**src/rtl/instruction_encoder.sv**
```systemverilog
// RV32I instruction word assembler: two-stage valid/ready pipeline (check, pack) with word-address counter.
// Define INSTR_ENCODER_CHECK_EN to enable immediate range and alignment checks.
module instruction_encoder #(
  parameter int unsigned             DATA_WIDTH = 32,
  parameter int unsigned             ADDR_WIDTH = 10,
  parameter logic [ADDR_WIDTH-1:0]   BASE_ADDR  = '0
) (
  input  logic                  clk_i,
  input  logic                  rst_i,
  input  logic                  flush_i,
  input  logic                  in_valid_i,
  output logic                  in_ready_o,
  input  logic [2:0]            fmt_i,
  input  logic [6:0]            opcode_i,
  input  logic [4:0]            rd_i,
  input  logic [4:0]            rs1_i,
  input  logic [4:0]            rs2_i,
  input  logic [2:0]            funct3_i,
  input  logic [6:0]            funct7_i,
  input  logic [DATA_WIDTH-1:0] imm_i,
  output logic                  out_valid_o,
  input  logic                  out_ready_i,
  output logic [DATA_WIDTH-1:0] instr_o,
  output logic [ADDR_WIDTH-1:0] addr_o,
  output logic                  err_o,
  output logic [1:0]            err_code_o
);

  typedef enum logic [2:0] {
    FMT_R = 3'd0, FMT_I = 3'd1, FMT_S = 3'd2, FMT_B = 3'd3, FMT_U = 3'd4, FMT_J = 3'd5
  } fmt_e;

  typedef enum logic [1:0] {
    ERR_NONE = 2'd0, ERR_RANGE = 2'd1, ERR_MISALIGN = 2'd2, ERR_FMT = 2'd3
  } err_e;

  localparam logic [DATA_WIDTH-1:0] NOP = DATA_WIDTH'(32'h0000_0013);

  logic                  r_s1_valid;
  logic [2:0]            r_s1_fmt;
  logic [6:0]            r_s1_op;
  logic [4:0]            r_s1_rd;
  logic [4:0]            r_s1_rs1;
  logic [4:0]            r_s1_rs2;
  logic [2:0]            r_s1_f3;
  logic [6:0]            r_s1_f7;
  logic [DATA_WIDTH-1:0] r_s1_imm;
  err_e                  r_s1_err;

  logic                  r_s2_valid;
  logic [DATA_WIDTH-1:0] r_instr;
  logic [ADDR_WIDTH-1:0] r_addr;
  logic                  r_err;
  logic [1:0]            r_err_code;

  err_e                  w_err;
  logic [DATA_WIDTH-1:0] w_pack;
  logic                  w_accept;
  logic                  w_s2_load;
  logic                  w_out_fire;

  assign in_ready_o  = !rst_i && !flush_i && !(r_s1_valid && r_s2_valid && !out_ready_i);
  assign w_accept    = in_valid_i && in_ready_o;
  assign w_s2_load   = !r_s2_valid || out_ready_i;
  assign out_valid_o = r_s2_valid && !rst_i;
  assign w_out_fire  = out_valid_o && out_ready_i;

  assign instr_o    = r_instr;
  assign addr_o     = r_addr;
  assign err_o      = r_err;
  assign err_code_o = r_err_code;

`ifdef INSTR_ENCODER_CHECK_EN
  logic w_ok11, w_ok12, w_ok20;
  assign w_ok11 = (&imm_i[DATA_WIDTH-1:11]) || !(|imm_i[DATA_WIDTH-1:11]);
  assign w_ok12 = (&imm_i[DATA_WIDTH-1:12]) || !(|imm_i[DATA_WIDTH-1:12]);
  assign w_ok20 = (&imm_i[DATA_WIDTH-1:20]) || !(|imm_i[DATA_WIDTH-1:20]);
`endif

  // Later assignments override earlier ones: illegal format > misaligned > range.
  always_comb begin
    w_err = ERR_NONE;
`ifdef INSTR_ENCODER_CHECK_EN
    case (fmt_i)
      FMT_I, FMT_S: if (!w_ok11) w_err = ERR_RANGE;
      FMT_B:        if (!w_ok12) w_err = ERR_RANGE;
      FMT_J:        if (!w_ok20) w_err = ERR_RANGE;
      FMT_U:        if (imm_i[11:0] != '0) w_err = ERR_RANGE;
      default:      ;
    endcase
    if ((fmt_i == FMT_B || fmt_i == FMT_J) && imm_i[0]) w_err = ERR_MISALIGN;
`endif
    if (fmt_i > FMT_J) w_err = ERR_FMT;
  end

  always_comb begin
    w_pack = NOP;
    case (r_s1_fmt)
      FMT_R: w_pack = {r_s1_f7, r_s1_rs2, r_s1_rs1, r_s1_f3, r_s1_rd, r_s1_op};
      FMT_I: w_pack = {r_s1_imm[11:0], r_s1_rs1, r_s1_f3, r_s1_rd, r_s1_op};
      FMT_S: w_pack = {r_s1_imm[11:5], r_s1_rs2, r_s1_rs1, r_s1_f3, r_s1_imm[4:0], r_s1_op};
      FMT_B: w_pack = {r_s1_imm[12], r_s1_imm[10:5], r_s1_rs2, r_s1_rs1, r_s1_f3,
                       r_s1_imm[4:1], r_s1_imm[11], r_s1_op};
      FMT_U: w_pack = {r_s1_imm[DATA_WIDTH-1:12], r_s1_rd, r_s1_op};
      FMT_J: w_pack = {r_s1_imm[20], r_s1_imm[10:1], r_s1_imm[11], r_s1_imm[19:12],
                       r_s1_rd, r_s1_op};
      default: w_pack = NOP;
    endcase
  end

  // S1 payload needs no reset: it is qualified by r_s1_valid.
  always_ff @(posedge clk_i) begin
    if (w_accept) begin
      r_s1_fmt <= fmt_i;
      r_s1_op  <= opcode_i;
      r_s1_rd  <= rd_i;
      r_s1_rs1 <= rs1_i;
      r_s1_rs2 <= rs2_i;
      r_s1_f3  <= funct3_i;
      r_s1_f7  <= funct7_i;
      r_s1_imm <= imm_i;
      r_s1_err <= w_err;
    end
  end

  // A handshake in the flush cycle completes, yet the counter still ends at BASE_ADDR.
  always_ff @(posedge clk_i) begin
    if (rst_i) begin
      r_s1_valid <= 1'b0;
      r_s2_valid <= 1'b0;
      r_instr    <= '0;
      r_addr     <= BASE_ADDR;
      r_err      <= 1'b0;
      r_err_code <= '0;
    end else begin
      if (w_out_fire) r_addr <= r_addr + ADDR_WIDTH'(1);
      if (flush_i) begin
        r_s1_valid <= 1'b0;
        r_s2_valid <= 1'b0;
        r_addr     <= BASE_ADDR;
      end else begin
        if (w_s2_load) begin
          r_s2_valid <= r_s1_valid;
          if (r_s1_valid) begin
            r_instr    <= (r_s1_err != ERR_NONE) ? NOP : w_pack;
            r_err      <= (r_s1_err != ERR_NONE);
            r_err_code <= r_s1_err;
          end
        end
        if (w_accept)       r_s1_valid <= 1'b1;
        else if (w_s2_load) r_s1_valid <= 1'b0;
      end
    end
  end

endmodule

```
**config.mk**
```make
export PLATFORM = sky130hd
export DESIGN_NAME = instruction_encoder
export DESIGN_NICKNAME = d
export VERILOG_FILES = /design/src/rtl/instruction_encoder.sv
export SDC_FILE = /design/constraint.sdc
export NUM_CORES = 1
export LEC_CHECK = 0
export ABC_AREA = 1
export BUFFER_PORTS_ARGS = -buffer_cell sky130_fd_sc_hd__buf_2
export CAP_MARGIN = 20
export CORE_UTILIZATION = 58
export CTS_BUF_LIST = sky130_fd_sc_hd__clkbuf_8
export DETAILED_ROUTE_END_ITERATION = 12
export MAX_ROUTING_LAYER = met4
export PLACE_DENSITY_LB_ADDON = 0.25
export SETUP_SLACK_MARGIN = 0.3
export SYNTH_ARGS = -nofsm -noshare
export SYNTH_HDL_FRONTEND = slang
export SYNTH_SLANG_ARGS = --single-unit
```
**constraint.sdc**
```tcl
create_clock -name clk_i -period 11.3 [get_ports clk_i]
set_input_delay 1.13 -clock clk_i [delete_from_list [all_inputs] [get_ports clk_i]]
set_output_delay 1.13 -clock clk_i [all_outputs]
set_load 0.05 [all_outputs]
```
==> flow_summary.toml <==
[critical_path]
slowest_delay_ns = 0.51
crit_required_ns = 10.17
worstSetupStartpointType = "input port"
cp_slowest_cell = "buf_2"
worstPathMaxFanout = 32
r2r_slack_ns = 9.14
path_buf_inv = 3
cp.arrival_ns = 2.36
path_delay_family = "buffers and inverters"
crit_chain = "buf_2 -> nor2_1 -> inv_2 -> nor2_1 -> buf_2"
crit_path_end_kind = "output pin"
criticalPathCategory = "input port to output pin"

[yosys]
avgSynthCellArea_um2 = 10.5
synth-seq-cells = 113
yosysSeqAreaShare_pct = 67.4
yosysWarningCount = 0
syn_area_mm2 = 0.00436
syn_nets = 489
ys_types = 31
postSynthCellCount = 416

[timing]
rsz0062_at_grt = "false"
hold_ws_ns = 0.465
hold_violations = 0
fin_tns_setup_ns = 0
drv_slew = 0
clock_skew_ns = 0.00864
finalCriticalPeriod_ns = 3.49
relSlewSlack_pct = 44.3
final.period_utilization_pct = 30.8
finalSetupViolCount = 0
timing.fmax_ghz = 0.287
worstMarginPinSlew_ns = 0.836

[grt]
grt-ovfl-total = 0
antenna_found_initial = 0
grt_pass1_wl_um = 13700
grt_usage_pct = 24.8
grt_max_degree = 69
grt_pass1_vias = 2976

[finish]
drive_gt1_share_pct = 30.8
layout_commonest_cell = "nand2_1"
stdcell_area_mm2 = 0.00543
post-route-util_pct = 74.8
final_cell_mix = "nand2_1 (140), buf_2 (118), edfxtp_1 (68), dfxtp_1 (45), a21oi_1 (33)"
area_growth_pct = 24.3
fillers = 516
fin_nets = 612
diodes = 0

[outcome]
outcome = "finished, final reports clean"

[routing]
antenna_left = 0
drc = 0
vias = 3280
drtIter0Drc = 195
post_drt_via_cell_ratio = 5.04
drtPass1Iterations = 6
post_drt_wl_per_cell_um = 13.5
routed_wirelength_um = 8810

[min_path]
holdCritPathClass = "flip-flop to flip-flop"

[cts]
cts.repair.resized = 0
cts_hold_buf = 0
cts_tree = "done"
clock_latency_ns = 0.41
cts_setup_buffers = 0
clk_pin_slew_ns = 0.06
cts_buffers = 17
cts_buffer_depth = 2
ctsHtreeMaxLevel = 4
cts.sinks = 113
cts_root_buffer = "clkbuf_8"

[placement]
io_buffers = 118
dpl.hpwl_um = 6000
placed_area_mm2 = 0.00498
place.gp.congestion = 0.842

[floorplan]
die_h_um = 88.7
io_pins = 119
dieArea_mm2 = 0.00788
initial_core_util_pct = 60.2
core_mm2 = 0.00725
rows = 31
fp.dieW_um = 88.7

[power]
p_leak_nw = 2.27
ir_drop_mv = 0.101
pwr_density_cell_mw_per_mm2 = 163
power_mw = 0.886

[job]
max_cap_viol_count = 0
## final cells by class
| type | count | area, µm² | share of cell area (%) |
|---|---|---|---|
| clock buffers | 18 | 248 | 4.57 |
| flip-flops and latches | 113 | 2940 | 54.2 |
| repair buffers | 120 | 626 | 11.5 |
| multi-input cells | 262 | 1220 | 22.5 |
| well taps | 99 | 124 | 2.28 |
| clock inverters | 14 | 171 | 3.16 |
| inverters | 25 | 93.8 | 1.73 |
## state kept, by name, indices dropped and copies added (netlist names)
| register | flops |
|---|---|
| r_s1_valid | 1 |
| r_s1_rs2 | 5 |
| r_s1_fmt | 3 |
| err_code_o | 1 |
| r_s1_imm | 32 |
| r_s1_f3 | 3 |
| r_s2_valid | 1 |
| r_s1_err | 1 |
| instr_o | 32 |
| r_s1_rd | 5 |
| addr_o | 10 |
| r_s1_rs1 | 5 |
| r_s1_f7 | 7 |
| r_s1_op | 7 |
## worst register-to-register path: cells and delay by family (launching register included)
| family | cells | cell delay, ns |
|---|---|---|
| flops | 1 | 0.77 |
| buf+inv | 1 | 0.63 |
| simple gates | 5 | 0.53 |
| compound gates | 1 | 0.08 |
## Yosys cell counts (all sizes together)
| cell | count | share of area (%) |
|---|---|---|
| inv | 23 | 2.0 |
| edfxtp | 68 | 47 |
| o21a | 1 | 0.17 |
| nor3b | 1 | 0.17 |
| nand2 | 141 | 12 |
| a21oi | 37 | 4.6 |
| xor2 | 1 | 0.20 |
| o21ai | 8 | 0.92 |
| nor3 | 5 | 0.80 |
| nor2 | 25 | 2.7 |
| clkinv | 2 | 0.17 |
| ha | 1 | 0.29 |
| nand4 | 7 | 1.3 |
| buf | 13 | 2.3 |
| clkbuf | 3 | 0.26 |
| nand3 | 33 | 4.2 |
| dfxtp | 45 | 21 |
| o21bai | 1 | 0.17 |
| o211ai | 1 | 0.17 |
## stage by stage
stage	instances	setup slack (ns)
2_1_floorplan	416	4.24
3_3_place_gp	618	7.84
3_5_place_dp	618	7.80
4_1_cts	650	7.80
5_1_grt	651	7.69
6_report	651	7.81
## metal layers
layer	up-vias	routed length [µm]	GRT usage, %
li1	1644	-	-
met1	1492	3620	29.7
met2	131	4400	39.7
met3	13	637	5.97
met4	0	150	11.7
met5	-	0	-
## where the power goes
part	leakage (nW)	internal, mW	switching (mW)
registers	0.988	0.447	0.00424
logic	1.07	0.0147	0.0250
clock network	0.218	0.241	0.154
total	2.27	0.703	0.184
## cell families (layout without fill, tap and decap cells)
| family | count (synthesis) | count (layout) | share of synthesized area [%] |
|---|---|---|---|
| simple gates | 212 | 212 | 21.4 |
| flops | 113 | 113 | 67.4 |
| compound gates | 48 | 48 | 6.02 |
| buf+inv | 41 | 177 | 4.70 |
| fa+ha+maj | 1 | 1 | 0.287 |
| xor+xnor | 1 | 1 | 0.201 |
## final timing paths
path,from,to,depth (start not counted)
max,rst_i,in_ready_o,5
min,instr_o[11],instr_o[11],2
min reg2reg,instr_o[11],instr_o[11],2
max reg2reg,r_s1_fmt[2],instr_o[31],7
No activity file was read; power rests on OpenSTA's default activity.
